### src/rtl/fpalu_arbiter.sv
// fpalu_arbiter
// Shares one floating-point ALU between two requesters. A round-robin
// arbiter picks a requester in IDLE and presents its operands to the ALU.
// A multiply result is taken after a fixed latency. An add result is taken
// on a rising edge of alu_done. The result is then returned with the id of
// the requester that owns it.
//
// Optional feature: define FPALU_ARB_TIMEOUT_EN to abort any operation that
// stays in WAIT for TIMEOUT cycles. The abort returns rsp_err=1. Without the
// macro an add waits for alu_done indefinitely and rsp_err is tied to 0.
//
// Parameters
//   MUL_LAT  multiply wait cycles (1..255)
//   TIMEOUT  maximum WAIT cycles when FPALU_ARB_TIMEOUT_EN is defined (1..1023)
// Ports
//   clock, reset            clock and synchronous active-low reset
//   req0/1, op0/1           request strobes and op select (1=mul, 0=add)
//   a0/b0, a1/b1            single-precision operands per requester
//   gnt0/1                  one-cycle grant pulse
//   alu_a, alu_b, alu_op    operands and op presented to the shared ALU
//   alu_result, alu_flow    ALU result and overflow flag
//   alu_done                ALU add-complete flag
//   rsp_valid, rsp_id       response strobe and owning requester
//   rsp_result, rsp_flow    captured result and overflow flag
//   rsp_err                 operation was aborted by timeout
module fpalu_arbiter #(
  parameter int MUL_LAT = 4,
  parameter int TIMEOUT = 64
) (
  input  logic        clock,
  input  logic        reset,
  input  logic        req0,
  input  logic        req1,
  input  logic        op0,
  input  logic        op1,
  input  logic [31:0] a0,
  input  logic [31:0] b0,
  input  logic [31:0] a1,
  input  logic [31:0] b1,
  output logic        gnt0,
  output logic        gnt1,
  output logic [31:0] alu_a,
  output logic [31:0] alu_b,
  output logic        alu_op,
  input  logic [31:0] alu_result,
  input  logic        alu_flow,
  input  logic        alu_done,
  output logic        rsp_valid,
  output logic        rsp_id,
  output logic [31:0] rsp_result,
  output logic        rsp_flow,
  output logic        rsp_err
);

  localparam int CNT_W = 10;

  typedef enum logic [1:0] {IDLE, ISSUE, WAIT, RESP} state_t;

  state_t             state, state_d;
  logic [CNT_W-1:0]   cnt, cnt_d;
  logic               prio, prio_d;      // requester favoured on a tie
  logic               owner, owner_d;    // requester of the operation in flight
  logic               done_q;            // alu_done delayed one cycle
  logic               done_rise;
  logic               win;
  logic               gnt0_d, gnt1_d;
  logic [31:0]        alu_a_d, alu_b_d;
  logic               alu_op_d;
  logic               rsp_valid_d, rsp_id_d;
  logic [31:0]        rsp_result_d;
  logic               rsp_flow_d;
`ifdef FPALU_ARB_TIMEOUT_EN
  logic               rsp_err_q, rsp_err_d;
`endif

  assign done_rise = alu_done && !done_q;

  // Tie goes to prio. With a single request the requester that asks wins.
  assign win = (req0 && req1) ? prio : !req0;

  always_comb begin
    state_d      = state;
    cnt_d        = cnt;
    prio_d       = prio;
    owner_d      = owner;
    gnt0_d       = 1'b0;
    gnt1_d       = 1'b0;
    alu_a_d      = alu_a;
    alu_b_d      = alu_b;
    alu_op_d     = alu_op;
    rsp_valid_d  = 1'b0;
    rsp_id_d     = rsp_id;
    rsp_result_d = rsp_result;
    rsp_flow_d   = rsp_flow;
`ifdef FPALU_ARB_TIMEOUT_EN
    rsp_err_d    = rsp_err_q;
`endif
    case (state)
      IDLE: begin
        if (req0 || req1) begin
          owner_d  = win;
          prio_d   = !win;
          gnt0_d   = !win;
          gnt1_d   = win;
          alu_a_d  = win ? a1 : a0;
          alu_b_d  = win ? b1 : b0;
          alu_op_d = win ? op1 : op0;
          state_d  = ISSUE;
        end
      end
      ISSUE: begin
        cnt_d   = '0;
        state_d = WAIT;
      end
      WAIT: begin
        cnt_d = cnt + 1'b1;
        // A multiply completes on its last WAIT cycle. An add completes on a
        // fresh alu_done edge. done_q already holds any level left over from
        // IDLE or ISSUE, so a stale level cannot fake an edge here.
        if (alu_op ? (cnt == CNT_W'(MUL_LAT - 1)) : done_rise) begin
          rsp_result_d = alu_result;
          rsp_flow_d   = alu_flow;
          rsp_valid_d  = 1'b1;
          rsp_id_d     = owner;
`ifdef FPALU_ARB_TIMEOUT_EN
          rsp_err_d    = 1'b0;
`endif
          state_d      = RESP;
        end
`ifdef FPALU_ARB_TIMEOUT_EN
        else if (cnt == CNT_W'(TIMEOUT - 1)) begin
          rsp_result_d = '0;
          rsp_flow_d   = 1'b0;
          rsp_err_d    = 1'b1;
          rsp_valid_d  = 1'b1;
          rsp_id_d     = owner;
          state_d      = RESP;
        end
`endif
      end
      RESP: begin
        state_d = IDLE;
      end
      default: state_d = IDLE;
    endcase
  end

  always_ff @(posedge clock) begin
    if (!reset) begin
      state      <= IDLE;
      cnt        <= '0;
      prio       <= 1'b0;
      owner      <= 1'b0;
      done_q     <= 1'b0;
      gnt0       <= 1'b0;
      gnt1       <= 1'b0;
      alu_a      <= '0;
      alu_b      <= '0;
      alu_op     <= 1'b0;
      rsp_valid  <= 1'b0;
      rsp_id     <= 1'b0;
      rsp_result <= '0;
      rsp_flow   <= 1'b0;
`ifdef FPALU_ARB_TIMEOUT_EN
      rsp_err_q  <= 1'b0;
`endif
    end else begin
      state      <= state_d;
      cnt        <= cnt_d;
      prio       <= prio_d;
      owner      <= owner_d;
      done_q     <= alu_done;
      gnt0       <= gnt0_d;
      gnt1       <= gnt1_d;
      alu_a      <= alu_a_d;
      alu_b      <= alu_b_d;
      alu_op     <= alu_op_d;
      rsp_valid  <= rsp_valid_d;
      rsp_id     <= rsp_id_d;
      rsp_result <= rsp_result_d;
      rsp_flow   <= rsp_flow_d;
`ifdef FPALU_ARB_TIMEOUT_EN
      rsp_err_q  <= rsp_err_d;
`endif
    end
  end

`ifdef FPALU_ARB_TIMEOUT_EN
  assign rsp_err = rsp_err_q;
`else
  assign rsp_err = 1'b0;
`endif

endmodule

### config.mk
export PLATFORM = sky130hd
export DESIGN_NAME = fpalu_arbiter
export DESIGN_NICKNAME = d
export VERILOG_FILES = /design/src/rtl/fpalu_arbiter.sv
export SDC_FILE = /design/constraint.sdc
export NUM_CORES = 1
export LEC_CHECK = 0
export BUFFER_PORTS_ARGS = -buffer_cell sky130_fd_sc_hd__buf_4
export CELL_PAD_IN_SITES_DETAIL_PLACEMENT = 0
export CELL_PAD_IN_SITES_GLOBAL_PLACEMENT = 1
export CORE_MARGIN = 3
export CORE_UTILIZATION = 36
export CTS_BUF_LIST = sky130_fd_sc_hd__clkbuf_8
export DETAILED_ROUTE_END_ITERATION = 16
export PLACE_DENSITY_LB_ADDON = 0.2
export SYNTH_ARGS = -nofsm -noshare
export SYNTH_HDL_FRONTEND = slang
export SYNTH_SLANG_ARGS = --single-unit
### constraint.sdc
create_clock -name clock -period 4.8 [get_ports clock]
set_input_delay 0.72 -clock clock [delete_from_list [all_inputs] [get_ports clock]]
set_output_delay 0.72 -clock clock [all_outputs]
set_load 0.02 [all_outputs]
* Word level (Yosys, flattened, before mapping)
Index checks and enable logic that the tools add are counted.
** Word-level totals
- Register bits :: 117
- Input port bits :: 168
- Output and inout bits :: 103
- Logic and storage cells :: 44
** Operators by class
- Add/subtract/negate cells :: 1
- Equal/unequal tests :: 6
- Muxes and demuxes :: 10
- Reduce and logical (&&, ||, !) cells :: 13
** Operators with widths (number)
- 32-bit two-way mux :: 2
- 10-bit case mux with 2 select lines :: 1
- 10-bit by 1-bit adder with 10-bit output (second input constant) :: 1
- 10-bit by 2-bit equality test with 1-bit output (second input constant) :: 1
- 2-bit case mux with 4 select lines :: 1
- 2-bit AND reduction :: 4
- 2-bit equality test (second input constant) :: 2
- 1-bit two-way mux :: 4
- 2-bit two-way mux :: 2
- 2-bit inequality test (second input constant) :: 2
- 1-bit zero test :: 3
- 3-bit AND reduction :: 1
- 2-bit by 1-bit equality test with 1-bit output (second input constant) :: 1
- 1-bit logical AND :: 2
- 2-bit zero test :: 1
- 2-bit nonzero test :: 1
- 1-bit logical OR :: 1

* Logic depth before layout (Yosys ltp)
- Depth in word-level cells :: 5
- Gate-level depth with buffers :: 8
- Gate-level depth less buffers :: 6

* Least setup slack after synthesis
OpenSTA, ideal clock, no wires.
- Path type :: in2reg
- Start point :: input port req1
- End point :: register alu_a[8]
- Library setup time :: 0.128 ns
- Arrival :: 1.616 ns
- Setup slack :: 3.056 ns
- Stages on the path :: 7
- Path through :: buf_2 > a21boi_1 > buf_2 > buf_2 > a32o_1 > a22oi_1 > nor2_1
** Between the ends
- Longest elaborated chain between the ends :: 3
** Ends and longest elaborated chain
- start: declaration :: RTL line 33 : input logic req1,
- 1-bit logical AND :: RTL line 79 : assign win = (req0 && req1) ? prio : !req0;
- 1-bit two-way mux :: RTL line 79
- 32-bit two-way mux :: RTL line 105 : alu_a_d = win ? a1 : a0;
- end signal: assignment :: RTL line 175 : alu_a <= alu_a_d;
- end: declaration :: RTL line 42 : output logic [31:0] alu_a,
Several ways; a longest one is shown, not always the timed one.
A chain may end at the register's enable or synchronous reset.

* Worst setup path in the final report
- Start point :: input port req1
- End point :: register alu_b[16]
** Between the ends
- Longest elaborated chain between the ends :: 3
** Ends and longest elaborated chain
- 1-bit logical AND :: RTL line 79
- 1-bit two-way mux :: RTL line 79
- 32-bit two-way mux :: RTL line 106 : alu_b_d = win ? b1 : b0;
- end signal: assignment :: RTL line 176 : alu_b <= alu_b_d;
- end: declaration :: RTL line 43 : output logic [31:0] alu_b,
Several ways; a longest one is shown, not always the timed one.

==> report_table.html <==
<table>
<tr><th>Metric</th><th>Value</th></tr>
<tr><th colspan="2">Finish</th></tr>
<tr><td>Number of antenna cells inserted</td><td>0</td></tr>
<tr><td>Proportion of layout cells with a drive suffix above 1</td><td>0.391</td></tr>
<tr><td>Area growth, synth to finish</td><td>46.8%</td></tr>
<tr><td>Post-layout net count</td><td>949</td></tr>
<tr><td>Core occupancy in the finished layout</td><td>0.552</td></tr>
<tr><td>Number of inserted filler cells in the final layout</td><td>around 1200</td></tr>
<tr><td>Finished Layout Cells</td><td>just under 1000</td></tr>
<tr><th colspan="2">Synth</th></tr>
<tr><td>Syn nets</td><td>714</td></tr>
<tr><td>Post-synthesis register bit count</td><td>117</td></tr>
<tr><td>Top cells by area, synth</td><td>dfxtp_1 46%, a32o_1 13%, a22oi_1 9.8%, mux2i_1 7.1%, nor2_1 5.6%</td></tr>
<tr><td>Cell taking the most area after synthesis</td><td>dfxtp_1</td></tr>
<tr><td>Synth top area share</td><td>0.461</td></tr>
<tr><td>Distinct cells, synth</td><td>38</td></tr>
<tr><td>Post-Syn Area per Cell</td><td>9.37 µm²</td></tr>
<tr><td>Cell area after technology mapping</td><td>approximately 0.0051 mm²</td></tr>
<tr><td>Number of standard cells after synthesis</td><td>542</td></tr>
<tr><td>Total of warnings raised by yosys</td><td>0</td></tr>
<tr><td>Sequential area share after synthesis</td><td>0.461</td></tr>
<tr><th colspan="2">Floorplan</th></tr>
<tr><td>Floorplan core area</td><td>0.0135 mm²</td></tr>
<tr><td>Die span in x</td><td>125 µm</td></tr>
<tr><td>Total die area</td><td>about 0.016 mm²</td></tr>
<tr><td>Initial Utilization</td><td>0.376</td></tr>
<tr><td>FP Rows</td><td>42</td></tr>
<tr><td>Die outline height</td><td>125 µm</td></tr>
<tr><td>Ports</td><td>271</td></tr>
<tr><th colspan="2">Timing</th></tr>
<tr><td>Clock period minus worst slack</td><td>2390 ps</td></tr>
<tr><td>Highest clock rate</td><td>about 420 MHz</td></tr>
<tr><td>Unrepaired setup endpoints after global routing</td><td>no</td></tr>
<tr><td>Number of endpoints failing setup at the final stage</td><td>0</td></tr>
<tr><td>Setup Skew</td><td>3.45 ps</td></tr>
<tr><td>Endpoints failing hold</td><td>0</td></tr>
<tr><td>Headroom to the max-slew limit</td><td>0.217</td></tr>
<tr><td>Period Utilization, post-route</td><td>0.499</td></tr>
<tr><td>Count of pins over their slew limit</td><td>0</td></tr>
<tr><td>Post-route setup TNS</td><td>0 ps</td></tr>
<tr><td>Slew of the pin with the lowest slew margin</td><td>1170 ps</td></tr>
<tr><th colspan="2">CTS</th></tr>
<tr><td>H-tree levels</td><td>4</td></tr>
<tr><td>Number of setup buffers added after CTS</td><td>0</td></tr>
<tr><td>CTS Buf Count</td><td>17</td></tr>
<tr><td>Clock tree from TritonCTS</td><td>built</td></tr>
<tr><td>Clock Tree Root</td><td>clkbuf_8</td></tr>
<tr><td>Deepest clock path buffer count</td><td>2</td></tr>
<tr><td>Clock Pin Slew Worst Setup and Hold Paths</td><td>60 ps</td></tr>
<tr><td>Total of cells resized after clock tree synthesis</td><td>0</td></tr>
<tr><td>Skew-Pair Late Insertion Delay</td><td>420 ps</td></tr>
<tr><td>Number of buffers added to fix hold violations after cts</td><td>0</td></tr>
<tr><td>Sinks on Clock Net</td><td>about 120</td></tr>
<tr><th colspan="2">Worst setup path</th></tr>
<tr><td>Reg-to-reg setup timing slack</td><td>~2800 ps</td></tr>
<tr><td>Critical path required time</td><td>5140 ps</td></tr>
<tr><td>Launch point of the worst reg-to-reg path</td><td>prio</td></tr>
<tr><td>Critical path endpoint category</td><td>flop</td></tr>
<tr><td>Type of element launching the critical path</td><td>primary input</td></tr>
<tr><td>Type of the worst setup path</td><td>primary input to flop</td></tr>
<tr><td>Critical path origin</td><td>req1</td></tr>
<tr><td>Largest fanout of any net on the critical path</td><td>71</td></tr>
<tr><td>Critical path data arrival time</td><td>approximately 2700 ps</td></tr>
<tr><th colspan="2">Drt</th></tr>
<tr><td>DRC errors left</td><td>0</td></tr>
<tr><td>WL per Instance</td><td>16.8 µm</td></tr>
<tr><td>Via count</td><td>5060</td></tr>
<tr><td>Aggregate routed wire length</td><td>between 15000 and 20000 µm</td></tr>
<tr><td>Pre-antenna DRT Iters</td><td>5</td></tr>
<tr><td>Via count normalized by instance count</td><td>5.24</td></tr>
<tr><td>Number of design-rule violations left by the first detailed-router iteration</td><td>347</td></tr>
<tr><td>Final ANT Viol Nets</td><td>0</td></tr>
<tr><th colspan="2">Place</th></tr>
<tr><td>Number of port buffers</td><td>269</td></tr>
<tr><td>DP HPWL</td><td>~11000 µm</td></tr>
<tr><td>Count of placed standard cells including taps</td><td>just over 900</td></tr>
<tr><td>Placer congestion estimate</td><td>0.837</td></tr>
<tr><th colspan="2">GRT</th></tr>
<tr><td>Antenna violations before repair</td><td>0</td></tr>
<tr><td>Pin count of the biggest net entering global routing</td><td>77</td></tr>
<tr><td>Number of global-route vias before repair</td><td>4840</td></tr>
<tr><td>First-pass GRT wire length</td><td>roughly 25000 µm</td></tr>
<tr><td>GRT Overall Usage</td><td>0.196</td></tr>
<tr><td>GRT overflow</td><td>0</td></tr>
<tr><th colspan="2">Pwr</th></tr>
<tr><td>Peak VDD IR</td><td>0.000177 V</td></tr>
<tr><td>Power Total</td><td>3.42 mW</td></tr>
<tr><td>Leakage power</td><td>3.30 nW</td></tr>
<tr><td>Pwr per Cell Area</td><td>458 mW/mm²</td></tr>
<tr><th colspan="2">Hold path</th></tr>
<tr><td>Start point of the worst hold path</td><td>rsp_result[3]</td></tr>
<tr><td>Type of the most critical hold path</td><td>flop to flop</td></tr>
<tr><th colspan="2">Outcome</th></tr>
<tr><td>Result of the run</td><td>finished clean</td></tr>
<tr><th colspan="2">Run</th></tr>
<tr><td>Max-capacitance violation count</td><td>0</td></tr>
</table>
==> critical path, stage by stage <==
cell,delay [ps]
buf_4,350
a21boi_4,780
buf_4,480
a32o_1,190
a22oi_1,60
nor2_1,110
==> power by group <==
| part | internal (mW) | leakage [nW] | switching, mW |
|---|---|---|---|
| combinational | 0.556 | 2.13 | 0.782 |
| sequential | 1.15 | 0.956 | 0.100 |
| clock | 0.464 | 0.217 | 0.360 |
| total | 2.17 | 3.30 | 1.24 |
==> cells in the mapped netlist (all sizes together) <==
| cell type | count |
|---|---|
| nand4 | 4 |
| a211oi | 1 |
| a32o | 65 |
| nand2b | 1 |
| nor4 | 1 |
| and2 | 3 |
| xor2 | 5 |
| nor4b | 1 |
| a21oi | 3 |
| conb | 1 |
| buf | 25 |
| a22oi | 66 |
| ha | 4 |
| or3 | 1 |
| dfxtp | 117 |
| nor3b | 1 |
| a311oi | 1 |
| nor2 | 76 |
| inv | 4 |
| a21boi | 2 |
| o21ai | 3 |
| mux2i | 36 |
| nand3 | 2 |
| xnor2 | 3 |
| nand2 | 75 |
| nand4b | 1 |
| and4 | 1 |
| clkbuf | 33 |
| a31o | 1 |
| and3 | 2 |
| nor3 | 2 |
| o31ai | 1 |
==> flip-flops by register name, summed over array words and instances (netlist names), 2 cells and up <==
signal,flops
alu_a,32
alu_b,32
cnt,10
rsp_result,32
state,2
==> per-stage QoR <==
stage	worst slack, ps	cell area [µm²]	hold slack, ps
2_1_floorplan	3060	5080	438
3_3_place_gp	2050	7090	443
3_5_place_dp	1980	7090	451
4_1_cts	2440	7460	463
5_1_grt	2240	7460	484
6_report	2410	7460	459
==> placed cells by master, fill, tap and decap left out, types with 3 or more instances in the layout <==
cell type	count
a21oi_1	3
a22oi_1	66
a32o_1	65
and2_1	3
buf_4	274
clkbuf_8	22
dfxtp_1	117
ha_1	3
inv_1	10
mux2i_1	36
nand2_1	75
nand4_1	4
nor2_1	76
xnor2_1	3
xor2_1	5
==> metal layers <==
| metal | global-route usage | wire, µm |
|---|---|---|
| met2 | 0.346 | 8150 |
| met4 | 0.0729 | 320 |
| met3 | 0.0755 | 1520 |
| met1 | 0.213 | 6230 |
| met5 | 0 | 0 |
==> final cells by class <==
class,count,area (µm²),area share
Clock buffer,22,303,0.0406
Clock inverter,10,66.3,0.00889
Inverter,4,15.0,0.00201
Multi-Input combinational cell,363,2460,0.329
Sequential cell,117,2340,0.314
Tap cell,176,220,0.0295
Timing Repair Buffer,274,2060,0.276
==> cell families (layout without fill, tap and decap cells) <==
family                   count (synthesis)  in the layout  synth area share
buffers and inverters                   62            310            0.0625
XOR/XNOR                                 8              8            0.0138
AND/OR/NAND/NOR                        171            171             0.140
AO/OA/AOI/OAI                          143            143             0.242
adder cells (fa/ha/maj)                  4              4           0.00985
other                                    1              1          0.000738
multiplexers                            36             36            0.0709
flip-flops                             117            117             0.461
==> path summary, 6_finish.rpt <==
check                           cells past startpoint       endpoint
worst max-delay path                                6      alu_b[16]
worst min-delay path                                2  rsp_result[3]
worst max register to register                      5       alu_b[3]
worst min register to register                      2  rsp_result[3]
Power figures use the tool's default switching activity.
